[config.mk]
export PLATFORM = sky130hd
export DESIGN_NAME = pipelined_adder_flat
export DESIGN_NICKNAME = d
export VERILOG_FILES = /design/src/rtl/adder_pkg.sv /design/src/rtl/pipelined_adder_if.sv /design/src/rtl/adder_stage.sv /design/src/rtl/pipelined_adder.sv /design/src/flat_wrapper.sv
export SDC_FILE = /design/constraint.sdc
export NUM_CORES = 1
export LEC_CHECK = 0
export ABC_AREA = 1
export BUFFER_PORTS_ARGS = -buffer_cell sky130_fd_sc_hd__buf_2
export CORE_MARGIN = 1
export CORE_UTILIZATION = 45
export CTS_BUF_LIST = sky130_fd_sc_hd__clkbuf_4
export DETAILED_ROUTE_END_ITERATION = 6
export GPL_ROUTABILITY_DRIVEN = 0
export PLACE_DENSITY_LB_ADDON = 0.25
export SLEW_MARGIN = 10
export SYNTH_ARGS = -nofsm -noshare
export SYNTH_HDL_FRONTEND = slang
export SYNTH_SLANG_ARGS = --single-unit
[constraint.sdc]
create_clock -name clk -period 1.9 [get_ports clk]
set_input_delay 0.095 -clock clk [delete_from_list [all_inputs] [get_ports clk]]
set_output_delay 0.095 -clock clk [all_outputs]
set_load 0.05 [all_outputs]
[src/rtl/adder_pkg.sv]
// Shared constants and the per-stage payload for the pipelined adder.
// Payload fields are sized to MAX_WIDTH; a given build uses the low WIDTH bits.
package adder_pkg;

    localparam int DEFAULT_WIDTH  = 16;
    localparam int DEFAULT_STAGES = 4;
    localparam int MAX_WIDTH      = 64;

    // One pipeline slot: partial sum built up chunk by chunk, the carry into
    // the next chunk, both operands (b already inverted for subtract), valid.
    typedef struct packed {
        logic [MAX_WIDTH-1:0] psum;
        logic                 carry;
        logic [MAX_WIDTH-1:0] a_rem;
        logic [MAX_WIDTH-1:0] b_rem;
        logic                 valid;
    } stage_t;

endpackage

[src/rtl/pipelined_adder_if.sv]
// Handshake bus of the pipelined adder: operand side and result side.
// Optional macro PIPELINED_ADDER_OVF_EN adds the signed-overflow flag ovf.
interface pipelined_adder_if
    import adder_pkg::*;
#(
    parameter int WIDTH = DEFAULT_WIDTH
);
    logic             in_valid;
    logic             in_ready;
    logic [WIDTH-1:0] a;
    logic [WIDTH-1:0] b;
    logic             cin;
    logic             sub;
    logic             out_valid;
    logic             out_ready;
    logic [WIDTH-1:0] sum;
    logic             cout;
`ifdef PIPELINED_ADDER_OVF_EN
    logic             ovf;
`endif

    modport master (
        output in_valid, a, b, cin, sub, out_ready,
        input  in_ready, out_valid, sum, cout
`ifdef PIPELINED_ADDER_OVF_EN
        , input ovf
`endif
    );

    modport slave (
        input  in_valid, a, b, cin, sub, out_ready,
        output in_ready, out_valid, sum, cout
`ifdef PIPELINED_ADDER_OVF_EN
        , output ovf
`endif
    );

endinterface

[src/rtl/adder_stage.sv]
// One pipeline stage: adds the CHUNK-bit slice IDX of both operands plus the
// incoming carry, and registers the updated payload when enabled.
module adder_stage
    import adder_pkg::*;
#(
    parameter int CHUNK = 4,
    parameter int IDX   = 0
) (
    input  logic   clk,
    input  logic   rst_n,
    input  logic   i_en,
    input  stage_t i_stage,
    output stage_t o_stage
);
    localparam int LO = IDX * CHUNK;

    logic [CHUNK:0] w_add;
    stage_t         w_next;
    stage_t         r_stage;

    // Chunk add; everything else in the payload passes through untouched.
    always_comb begin
        w_add = {1'b0, i_stage.a_rem[LO +: CHUNK]}
              + {1'b0, i_stage.b_rem[LO +: CHUNK]}
              + {{CHUNK{1'b0}}, i_stage.carry};
        w_next                  = i_stage;
        w_next.psum[LO +: CHUNK] = w_add[CHUNK-1:0];
        w_next.carry            = w_add[CHUNK];
    end

    // Stage register; the whole payload clears on reset because the last
    // stage drives sum/cout directly and those must read zero after reset.
    always_ff @(posedge clk) begin
        if (!rst_n)
            r_stage <= '0;
        else if (i_en)
            r_stage <= w_next;
    end

    assign o_stage = r_stage;

endmodule

[src/rtl/pipelined_adder.sv]
// Pipelined add/subtract with valid/ready handshake; one CHUNK-wide slice of
// the carry chain per stage, all stages advancing together.
// Optional macro PIPELINED_ADDER_OVF_EN adds the signed-overflow output ovf.
module pipelined_adder
    import adder_pkg::*;
#(
    parameter int WIDTH  = DEFAULT_WIDTH,
    parameter int STAGES = DEFAULT_STAGES
) (
    input  logic               clk,
    input  logic               rst_n,
    pipelined_adder_if.slave   bus
);
    localparam int CHUNK = WIDTH / STAGES;

    if ((WIDTH % STAGES) != 0 || WIDTH > MAX_WIDTH) begin : g_bad_cfg
        $error("pipelined_adder: WIDTH must be a multiple of STAGES and <= MAX_WIDTH");
    end

    logic   w_advance;
    stage_t w_stage_in;
    stage_t w_stage [STAGES];
    stage_t w_last;
    logic   w_unused_bits;

    // The whole pipe moves whenever the output slot is empty or being drained.
    assign w_advance    = !bus.out_valid || bus.out_ready;
    assign bus.in_ready = w_advance;

    // Stage 0 payload: subtract is a + ~b + 1, so cin is replaced by 1.
    always_comb begin
        w_stage_in                   = '0;
        w_stage_in.a_rem[WIDTH-1:0]  = bus.a;
        w_stage_in.b_rem[WIDTH-1:0]  = bus.sub ? ~bus.b : bus.b;
        w_stage_in.carry             = bus.sub ? 1'b1 : bus.cin;
        w_stage_in.valid             = bus.in_valid;
    end

    for (genvar k = 0; k < STAGES; k++) begin : g_stage
        if (k == 0) begin : g_first
            adder_stage #(.CHUNK(CHUNK), .IDX(k)) u_stage (
                .clk     (clk),
                .rst_n   (rst_n),
                .i_en    (w_advance),
                .i_stage (w_stage_in),
                .o_stage (w_stage[k])
            );
        end else begin : g_next
            adder_stage #(.CHUNK(CHUNK), .IDX(k)) u_stage (
                .clk     (clk),
                .rst_n   (rst_n),
                .i_en    (w_advance),
                .i_stage (w_stage[k-1]),
                .o_stage (w_stage[k])
            );
        end
    end

    assign w_last        = w_stage[STAGES-1];
    assign bus.out_valid = w_last.valid;
    assign bus.sum       = w_last.psum[WIDTH-1:0];
    assign bus.cout      = w_last.carry;

`ifdef PIPELINED_ADDER_OVF_EN
    // Signed overflow: operands share a sign and the result sign differs.
    // Operands travel with the payload, so ovf holds with sum under backpressure.
    assign bus.ovf = (w_last.a_rem[WIDTH-1] == w_last.b_rem[WIDTH-1]) &&
                     (w_last.psum[WIDTH-1]  != w_last.a_rem[WIDTH-1]);
`endif

    // Upper payload bits beyond WIDTH and spent operand bits are intentionally dropped.
    assign w_unused_bits = ^w_last;

endmodule

[src/flat_wrapper.sv]
// flat-port wrapper written by rule: the top's interface ports become plain ports
module pipelined_adder_flat import adder_pkg::*;
#(
    parameter int WIDTH  = DEFAULT_WIDTH,
    parameter int STAGES = DEFAULT_STAGES
)
  (clk, rst_n, bus_in_valid, bus_a, bus_b, bus_cin, bus_sub, bus_out_ready, bus_in_ready, bus_out_valid, bus_sum, bus_cout);
  pipelined_adder_if #(.WIDTH(WIDTH)) bus_i ();
  input  logic clk;
  input  logic rst_n;
  input wire logic [$bits(bus_i.in_valid)-1:0] bus_in_valid;
  input wire logic [$bits(bus_i.a)-1:0] bus_a;
  input wire logic [$bits(bus_i.b)-1:0] bus_b;
  input wire logic [$bits(bus_i.cin)-1:0] bus_cin;
  input wire logic [$bits(bus_i.sub)-1:0] bus_sub;
  input wire logic [$bits(bus_i.out_ready)-1:0] bus_out_ready;
  output wire logic [$bits(bus_i.in_ready)-1:0] bus_in_ready;
  output wire logic [$bits(bus_i.out_valid)-1:0] bus_out_valid;
  output wire logic [$bits(bus_i.sum)-1:0] bus_sum;
  output wire logic [$bits(bus_i.cout)-1:0] bus_cout;
  assign bus_i.in_valid = bus_in_valid;
  assign bus_i.a = bus_a;
  assign bus_i.b = bus_b;
  assign bus_i.cin = bus_cin;
  assign bus_i.sub = bus_sub;
  assign bus_i.out_ready = bus_out_ready;
  assign bus_in_ready = bus_i.in_ready;
  assign bus_out_valid = bus_i.out_valid;
  assign bus_sum = bus_i.sum;
  assign bus_cout = bus_i.cout;
  pipelined_adder #(.WIDTH(WIDTH), .STAGES(STAGES)) u_core (.clk(clk), .rst_n(rst_n), .bus(bus_i));
endmodule
Yosys cells after proc, flatten, opt, wreduce, memory -nomap -nowiden
Cells that the tools add are included.
Operators by class
  add/subtract/negate cells: 8
  bitwise gates (word level): 1
  reduce and logical (&&, ||, !) cells: 2
  muxes and demuxes: 2
Operators by type and width (count)
  adder 4 x 4 -> 5 bit: 4
  adder 5 x 1 -> 5 bit: 4
  two-way mux 16 bit: 1
  NOT 16 bit: 1
  zero test 1 bit: 1
  logical OR 1 bit: 1
  two-way mux 1 bit: 1
Storage, ports and cells
  input port bits: 38
  bits in registers: 144
  output and inout bits: 19

Depth between registers and ports, before layout
  word-level depth: 4
  mapped depth: 12
  mapped depth without buffers: 10

Hierarchy
A second synthesis with hierarchy kept.
Second synthesis, totals
  cells, all modules: 3524
  area, all modules: 27810.4 µm²
Modules (own cells, without submodules)
  adder_stage: instances 4, seq. area each 3883.7 µm², area each 6874.1 µm², cells each 863
  pipelined_adder: instances 1, seq. area each 0.0 µm², area each 314.1 µm², cells each 72

Worst setup path after synthesis
Ideal clock, no wire load.
  path kind: input to register
  from: input port bus_sub
  to: register u_core.g_stage[0].g_first.u_stage.r_stage (netlist bit u_core.g_stage[0].g_first.u_stage.o_stage[131])
  arrival time: 1.675 ns
  stages: 7
  path slack: 0.156 ns
  setup time: 0.070 ns
  path buffers: 2
  cell sequence: buf_4 -> buf_4 -> or2_2 -> fa_1 -> inv_1 -> fa_1 -> a21oi_1
On the way
  longest elaborated chain between the ends: 3
RTL lines
  start: declaration: RTL line flat_wrapper.sv:15  | input wire logic [$bits(bus_i.sub)-1:0] bus_sub;
  two-way mux 16 bit: RTL line pipelined_adder.sv:34  | w_stage_in.b_rem[WIDTH-1:0] = bus.sub ? ~bus.b : bus.b;
  adder 4 x 4 -> 5 bit: RTL line adder_stage.sv:24  | + {1'b0, i_stage.b_rem[LO +: CHUNK]}
  adder 5 x 1 -> 5 bit *: RTL line adder_stage.sv:25  | + {{CHUNK{1'b0}}, i_stage.carry};
  end signal: assignment: RTL line adder_stage.sv:37  | r_stage <= w_next;
  end: declaration: RTL line adder_stage.sv:19  | stage_t r_stage;
Every way passes the cells marked *; elsewhere a longest branch is shown, timed or not.
A chain may end at the register's enable or synchronous reset.

Final worst setup path
  from: register u_core.g_stage[3].g_next.u_stage.r_stage (netlist bit u_core.g_stage[3].g_next.u_stage.o_stage[0])
  to: output port bus_in_ready
On the way
  longest elaborated chain between the ends: 2
RTL lines
  start: declaration: RTL line adder_stage.sv:19
  start signal: assignment: RTL line adder_stage.sv:37
  zero test 1 bit: RTL line pipelined_adder.sv:27  | assign w_advance = !bus.out_valid || bus.out_ready;
  logical OR 1 bit: RTL line pipelined_adder.sv:27
  end: declaration: RTL line flat_wrapper.sv:17  | output wire logic [$bits(bus_i.in_ready)-1:0] bus_in_ready;
Every way passes these cells.

==> metrics.txt <==
status complete, no violations; HPWL Detailed 5.05 mm; worst-skew pair later-pin latency 0.44 ns; # diodes 0; DRC violations left 0; clk sinks 96; Starting Density around 46%; Final Total Pwr 3.80 mW; warnings from Yosys 0; r2r endpoint u_core.g_stage[3].g_next.u_stage.o_stage[129]; Crit Path Max Fanout 74; H-tree levels 3; global-route wire length before repair 14.1 mm; final critical-path required period approximately 1.7 ns; Tot GR Track Use a little under a fifth; post-synth cell types 19; initial antenna violation count 0; Finished Core Util 54.2%; crit path capture bus_in_ready; largest net degree at the start of global routing 94; Final Cycle Share 89.5%; RSZ-0062 raised after global routing no; Die Ht 96.7 um; clock root cell clkbuf_4; Worst Setup End Kind output port; Horiz. Die Dim 96.7 um; Final Setup Violations 0; Max Clk Rate 588 MHz; final WL between 8 and 9 mm; HP Class in2reg; vias in the first global route 3240; CTS tree built; drt pass-1 iters 4; crit path DAT approximately 1.6 ns; WL/cell roughly 12 um; final clock skew roughly 0.013 ns; max cap viols 0; Rows 34; gr ovfl total 0; layout overhead on the synthesized area 17.0%; Yosys reg bits 96; Power Density between 800 and 900 nW/um2; Worst Tran Pin Value 0.409 ns; largest area contributor in the netlist dfxtp_1; antenna viol nets, final 0; worst r2r path cells 6; CTS Buffer Depth 2; Setup crit start u_core.g_stage[3].g_next.u_stage.o_stage[0]; R2R Setup Slk 0.33 ns; Setup Buffers After CTS 0; Mapped Nets 569; area share of the largest cell type after synthesis 47.6%; leakage power total 2.30 nW; Clock Pin Slew Worst Setup and Hold Paths 0.14 ns; Crit Path Class reg2out; Hold Violations, Final 0; Placeable Area 8720 um2; Hold Crit Start bus_b[11]; fill cell total of the finished layout 829; CP Launch Type register; Cells after Synth 511; R2R Path Start u_core.g_stage[2].g_next.u_stage.o_stage[77]; I/O pin count 57; Crit path required time 1.80 ns; CTS Buf Count 9; die area 9360 um2; synth top area cells dfxtp_1 48%, o21ai_0 12%, nor2_1 12%; Setup Total Neg Slack 0 ns; max-slew violation count 0; layout cells sized above 1 a little over an eighth; Max VDD drop 0.357 mV; NumNets Final 635; PortBufs 56; via/cell ratio between 4 and 5; Slew headroom roughly 73%; Seq/Total Area, Yosys 47.6%; Syn Area/Cell 7.90 um2; via count 3324; DRT iter0 DRCs around 150; Cell Area, Synth 4040 um2; Post-CTS Resized 0
## state kept, by name, summed over array words and instances (netlist names)
name,cells
u_core.g_stage.g_next.u_stage.o_stage,66
u_core.g_stage.g_first.u_stage.o_stage,30
## area by class of cell
| class | instances | area, um2 | area share, % |
|---|---|---|---|
| Timing Repair Buffer | 87 | 601 | 12.7 |
| Tap cell | 108 | 135 | 2.86 |
| Clock buffer | 10 | 75.1 | 1.59 |
| Sequential cell | 96 | 1920 | 40.7 |
| Multi-Input combinational cell | 340 | 1790 | 37.8 |
| Clock inverter | 6 | 43.8 | 0.927 |
| Inverter | 43 | 161 | 3.42 |
## report_power, final
part	total (mW)	switching [mW]	internal, mW
combinational	0.584	0.348	0.236
clock	0.974	0.688	0.286
sequential	2.24	0.0726	2.17
## Yosys cell counts
cell and instances:
inv_2 1, a21oi_1 33, o21ai_0 97, xnor2_1 9
nor2_1 128, xor2_1 7, a211oi_1 3, nor2_4 1
or2_2 1, buf_4 3, fa_1 8, nand3_1 10
inv_1 42, nand2_1 31, dfxtp_1 96, ha_1 12
buf_6 3, clkbuf_1 16, buf_2 10
## cell families (layout without fill, tap and decap cells)
family                   after synthesis  after routing  synth area share, %
buffers and inverters                 75            146                 8.12
flip-flops                            96             96                 47.6
XOR/XNOR                              16             16                 3.47
AND/OR/NAND/NOR                      171            171                 16.5
AO/OA/AOI/OAI                        133            133                 16.7
adder cells (fa/ha/maj)               20             20                 7.68
## per-stage QoR
stage          area (um2)  cells  hold WS, ns  setup WS (ns)
2_1_floorplan        4040    511        0.259          0.156
3_3_place_gp         4360    649        0.346          0.314
3_5_place_dp         4360    649        0.355          0.245
4_1_cts              4730    690       0.0390          0.181
5_1_grt              4730    690       0.0862         0.0932
6_report             4730    690       0.0555          0.200
## layout by cell type, fill, tap and decap left out, drive strengths merged
cell / n
a21oi: 33
clkinv: 2
o21ai: 97
nor2: 129
nand2: 31
dlygate4sd3: 25
a211oi: 3
nand3: 10
clkinvlp: 3
buf: 62
inv: 44
clkbuf: 10
or2: 1
dfxtp: 96
fa: 8
xnor2: 9
ha: 12
xor2: 7
## how the worst min path moves through the flow
stage                                                         end  cells past startpoint  slack [ns]
floorplan           u_core.g_stage[0].g_first.u_stage.o_stage[79]                      2        0.26
global placement    u_core.g_stage[0].g_first.u_stage.o_stage[80]                      3        0.35
detailed placement  u_core.g_stage[0].g_first.u_stage.o_stage[74]                      3        0.36
CTS                 u_core.g_stage[0].g_first.u_stage.o_stage[12]                      4        0.04
global route        u_core.g_stage[0].g_first.u_stage.o_stage[12]                      4        0.09
finish              u_core.g_stage[0].g_first.u_stage.o_stage[12]                      4        0.06
## layer usage
layer | vias up | GRT usage [%] | part of all wire (%)
met4 | 0 | 7.81 | 1.9
met2 | 58 | 29.7 | 46
met5 | - | 0 | 0
met3 | 13 | 3.18 | 3.1
met1 | 1490 | 23.4 | 49
li1 | 1763 | - | -
## critical path, cell delays in order, from the launching register on
cell	delay (ns)
dfxtp_1	0.34
inv_1	0.09
nor2_4	0.07
inv_2	0.07
buf_12	0.27
buf_2	0.32
## what timing repair did
item	4_1_cts	5_1_grt
setup endpoints to repair	0	0
hold buffers	25	0
hold endpoints to repair	25	0
Note: power is estimated with default switching activity, not from simulation.
